File: config.mk
export PLATFORM = sky130hd
export DESIGN_NAME = uart_tx_arb
export DESIGN_NICKNAME = d
export VERILOG_FILES = /design/src/rtl/uart_tx_arb.sv
export SDC_FILE = /design/constraint.sdc
export NUM_CORES = 1
export LEC_CHECK = 0
export ABC_CLOCK_PERIOD_IN_PS = 5200
export CAP_MARGIN = 5
export CORE_AREA = 2 2 81 83
export CTS_CLUSTER_SIZE = 40
export DETAILED_ROUTE_END_ITERATION = 12
export DIE_AREA = 0 0 83 85
export PLACE_DENSITY = 0.78
export SETUP_SLACK_MARGIN = 0.2
export SLEW_MARGIN = 20
export SYNTH_ARGS = -nofsm -noshare
export SYNTH_HDL_FRONTEND = slang
export SYNTH_SLANG_ARGS = --single-unit
File: constraint.sdc
create_clock -name clk -period 5.2 [get_ports clk]
set_clock_uncertainty 0.1 [all_clocks]
set_input_delay 1.04 -clock clk [delete_from_list [all_inputs] [get_ports clk]]
set_output_delay 1.04 -clock clk [all_outputs]
set_load 0.03 [all_outputs]
File: src/rtl/uart_tx_arb.sv
// uart_tx_arb: round-robin arbiter that lets one of NUM_REQ frame producers
// at a time write bytes into a shared UART TX FIFO. A grant lasts until the
// producer flags its last byte or goes silent for TIMEOUT cycles.
module uart_tx_arb #(
   parameter int          NUM_REQ = 4,
   parameter logic [11:0] THRESH  = 12'd2000,
   parameter logic [15:0] TIMEOUT = 16'd1000
) (
   input  logic                   clk,
   input  logic                   rst,
   input  logic [NUM_REQ-1:0]     req,
   input  logic [NUM_REQ-1:0]     wen_in,
   input  logic [8*NUM_REQ-1:0]   wdata_in,
   input  logic [NUM_REQ-1:0]     done,
   output logic [NUM_REQ-1:0]     gnt,
   output logic                   tx_fifo_wen,
   output logic [7:0]             tx_fifo_wdata,
   input  logic                   tx_fifo_full,
   input  logic [11:0]            tx_fifo_usedw,
   output logic                   timeout_err,
   output logic [15:0]            drop_cnt
);

   localparam int IW = (NUM_REQ > 1) ? $clog2(NUM_REQ) : 1;

   typedef enum logic {IDLE = 1'b0, BUSY = 1'b1} state_t;

   state_t               r_state, w_nxt_state;
   logic [NUM_REQ-1:0]   r_gnt, w_nxt_gnt;
   logic [IW-1:0]        r_last, w_nxt_last;
   logic [IW-1:0]        w_gidx, w_rr_idx;
   logic                 w_rr_hit;
   logic [15:0]          r_idle_cnt, w_nxt_cnt;
   logic                 r_tout, w_nxt_tout;
   logic                 r_wen;
   logic [7:0]           r_wdata;
   logic [15:0]          r_drop;
   logic                 w_wen, w_done;
   logic [7:0]           w_gbyte;

   // Activity from the granted producer only; gnt is zero in IDLE, so every
   // producer strobe is masked there.
   assign w_wen   = |(wen_in & r_gnt);
   assign w_done  = |(done & r_gnt);
   assign w_gbyte = wdata_in[8*w_gidx +: 8];

   // Encode the one-hot grant into the index of the current grantee.
   always_comb begin
      w_gidx = '0;
      for (int k = 0; k < NUM_REQ; k++)
         if (r_gnt[k]) w_gidx = IW'(k);
   end

   // Round-robin pick: first requester after the last winner, wrapping.
   always_comb begin
      w_rr_idx = r_last;
      w_rr_hit = 1'b0;
      for (int i = 1; i <= NUM_REQ; i++) begin
         if (!w_rr_hit && req[(int'(r_last) + i) % NUM_REQ]) begin
            w_rr_hit = 1'b1;
            w_rr_idx = IW'((int'(r_last) + i) % NUM_REQ);
         end
      end
   end

   // Next-state logic: grant, release on done, revoke on idle timeout.
   always_comb begin
      w_nxt_state = r_state;
      w_nxt_gnt   = r_gnt;
      w_nxt_last  = r_last;
      w_nxt_cnt   = r_idle_cnt;
      w_nxt_tout  = 1'b0;
      case (r_state)
         IDLE: begin
            // Counter held at zero so every grant starts a fresh idle window.
            w_nxt_cnt = '0;
            if (w_rr_hit && (tx_fifo_usedw < THRESH)) begin
               w_nxt_gnt           = '0;
               w_nxt_gnt[w_rr_idx] = 1'b1;
               w_nxt_state         = BUSY;
            end
         end
         BUSY: begin
            // Fill level is not looked at here: an open frame always finishes.
            if (w_done) begin
               w_nxt_gnt   = '0;
               w_nxt_last  = w_gidx;
               w_nxt_state = IDLE;
            end else if (w_wen) begin
               w_nxt_cnt = '0;
            end else if (r_idle_cnt == TIMEOUT - 16'd1) begin
               w_nxt_gnt   = '0;
               w_nxt_last  = w_gidx;
               w_nxt_tout  = 1'b1;
               w_nxt_state = IDLE;
            end else begin
               w_nxt_cnt = r_idle_cnt + 16'd1;
            end
         end
         default: w_nxt_state = IDLE;
      endcase
   end

   // Arbiter state registers; last winner resets to the top index so
   // producer 0 is searched first.
   always_ff @(posedge clk or posedge rst) begin
      if (rst) begin
         r_state    <= IDLE;
         r_gnt      <= '0;
         r_last     <= IW'(NUM_REQ - 1);
         r_idle_cnt <= '0;
         r_tout     <= 1'b0;
      end else begin
         r_state    <= w_nxt_state;
         r_gnt      <= w_nxt_gnt;
         r_last     <= w_nxt_last;
         r_idle_cnt <= w_nxt_cnt;
         r_tout     <= w_nxt_tout;
      end
   end

   // FIFO write path: one-cycle forward, drop and count when FIFO is full.
   // Data follows every granted strobe (even dropped ones) and holds otherwise.
   always_ff @(posedge clk or posedge rst) begin
      if (rst) begin
         r_wen   <= 1'b0;
         r_wdata <= 8'h00;
         r_drop  <= 16'h0000;
      end else begin
         r_wen <= w_wen & ~tx_fifo_full;
         if (w_wen) r_wdata <= w_gbyte;
         if (w_wen && tx_fifo_full && (r_drop != 16'hFFFF))
            r_drop <= r_drop + 16'd1;
      end
   end

   assign gnt           = r_gnt;
   assign tx_fifo_wen   = r_wen;
   assign tx_fifo_wdata = r_wdata;
   assign timeout_err   = r_tout;
   assign drop_cnt      = r_drop;

endmodule

==> qor.csv <==
metric;value;unit
CP delay by family, top;flip-flops;
met3 usage;3.99;%
routed length per placed instance;14.3;um
share of cells above drive strength 1;7.42;%
clock buffer depth;2;
ANT nets after route;0;
Crit Path Class;reg2out;
hpwl dp;4.60;mm
FF/Latch Area;0.00123;sq mm
vias in the first global route;2391;
min cycle time layout;3100;ps
mapped cell area;0.00274;sq mm
GRT Total Usage;17.9;%
Critical Path, Cell by Cell;clkdlybuf4s50_1;
CP Capture Type;output pin;
crit path buf inv count;1;
HP Class;reg2reg;
fin crit share;59.6;%
Final Max Tran Viols;0;
Max stage delay cell, worst path;dfrtp_1;
largest fanout on the critical path;23;
ant diodes;0;
Ys Warns;0;
Core Area;0.00620;sq mm
total die area;0.00706;sq mm
pwr/cell area;428;mW/mm^2
gpl congestion;0.878;
number of flops mapped to enable cells by yosys;0;
#FFs+latches synth;49;
Syn-to-layout area delta;35.1;%
final setup vio count;0;
final hold violations;0;
first-pass GRT wire length;10.5;mm
clk_lat worst skew;310;ps
met1 usage;22.5;%
Syn Nets;346;
Clk Tree Root Cell;clkbuf_8;
asr flop ratio synth;100;%
Clock Sinks;49;
slew margin rel.;44.1;%
drt total wl;6.32;mm
leakage power;0.00143;uW
cts bufs inserted;5;
Seq/Total Area, Yosys;44.9;%
Initial Utilization;44.1;%
count of cell types in the netlist;58;
initial antenna violation count;0;
Max stage delay on crit path;850;ps
largest net degree at the start of global routing;50;
setup tns final;0;ps
Final WS setup;2100;ps
Clock transition at path regs;90;ps
Slew @ Worst Pin;838;ps
H-tree level count;2;
peak supply drop;0.273;mV
Synth Instances;285;
DRC viols;0;
crit start category;flip-flop;
area leader, netlist;dfrtp_1;
Inst Count DP;433;
total number of vias;2428;
met2 track demand over resource;30.5;%
Final Net Count;424;
Util after Layout;59.6;%
cts hold-fix bufs;0;
max frequency;323;MHz
top_reg_cell synth;dfrtp_1;
top-area cell type share of the netlist area;43.0;%
Area contributors post-synth;dfrtp_1 43%, a21oi_1 4.0%, nor2_1 4.0%;
Non-Filler Instances;441;
Ports;89;
RSZ-0062 raised after global routing;no;
row count;29;
Multi-input gate area;0.00142;sq mm
CTS-repair resized insts;0;
Mean Syn Cell Area;9.60;sq um
status;completed;
GRT busiest layer;met2;
Place WS;2020;ps
IO Port Bufs;84;
TritonCTS clock tree;yes;
DR iter-0 viols;240;
First-pass DRT Iterations;4;
max-cap viol count;0;
# Post-CTS Setup Buffers;0;
via density per instance;5.51;
placed instance area;0.00360;sq mm
critical path data required time;4060;ps
critical path arrival;1960;ps
Layout fillers;543;
total gr overflow;0;
Final Instance Area;0.00370;sq mm
Die Ht;85;um
die width;83;um
==> worst paths after layout <==
path / slack (ps) / cells after the start / end / from
worst max-delay path: 2100 / 1 / gnt[2] / gnt[2]
min in group asynchronous: 1100 / 2 / drop_cnt[0] / rst
worst min register to register: 400 / 1 / tx_fifo_wdata[3] / tx_fifo_wdata[3]
worst min-delay path: 400 / 1 / tx_fifo_wdata[3] / tx_fifo_wdata[3]
worst max register to register: 2780 / 5 / r_idle_cnt[14] / gnt[3]
max in group asynchronous: 3410 / 2 / gnt[1] / rst
==> kinds of logic after synthesis <==
family	share of synthesized area, %
buf+inv	3.43
flops	44.9
simple gates	21.5
mux	4.12
fa+ha+maj	0.914
compound gates	19.1
xor+xnor	6.08
==> per-layer routing <==
layer / routed length, um / up-vias
li1: - / 1203
met1: 2740 / 1143
met2: 3130 / 69
met3: 311 / 13
met4: 135 / 0
met5: 0 / -
==> power breakdown <==
part	internal (uW)	switching [uW]	total [uW]	leakage, uW
registers	470	137	607	0.000641
logic	329	417	746	0.000738
clock network	95.7	135	231	0.0000481
==> sequential cells by signal (all words and copies together), names as in the netlist <==
name and count:
drop_cnt 16, gnt 4, r_idle_cnt 16, r_last 2, r_state 1, timeout_err 1, tx_fifo_wdata 8, tx_fifo_wen 1
==> area by class of cell <==
type,count,share of cell area [%]
well taps,77,2.61
repair buffers,84,22.7
inverters,5,0.541
clock buffers,5,1.86
flip-flops and latches,49,33.2
multi-input cells,218,38.4
clock inverters,3,0.609
==> synth_stat cells (2+ instances only) <==
cell       count
xnor2_1       10
o2bb2ai_1      2
buf_6          2
mux2_2         2
nand3_1       18
a22oi_1        3
a31oi_1        6
and3_1         4
o21ai_0        6
nor3_1         2
a21oi_1       22
dfrtp_1       47
a21o_2         2
clkbuf_1       9
o211ai_1       8
ha_1           2
nand2_1       25
nand4_1       11
dfstp_2        2
xor2_1         9
o21a_1         8
nor2_1        29
nor4_1         4
inv_1          5
mux2i_1        9
o31ai_1        2
or3_1          4
a32o_1         2
==> through the flow <==
stage	hold WS, ps	power, uW
2_1_floorplan	372	1120
3_3_place_gp	373	1340
3_5_place_dp	379	1370
4_1_cts	400	1600
5_1_grt	416	1690
6_report	395	1580
==> placed cells by master, fill, tap and decap left out, types with 3 or more instances in the layout <==
cell             count
a21oi_1             22
a22oi_1              3
a31oi_1              6
and3_1               4
clkbuf_8             5
clkdlybuf4s50_1     84
dfrtp_1             47
inv_1                4
mux2i_1              9
nand2_1             25
nand3_1             18
nand4_1             11
nor2_1              29
nor4_1               3
o211ai_1             8
o21a_1               8
o21ai_0              6
or3_1                4
xnor2_1             10
xor2_1               9
Note: power is estimated with default switching activity, not from simulation.
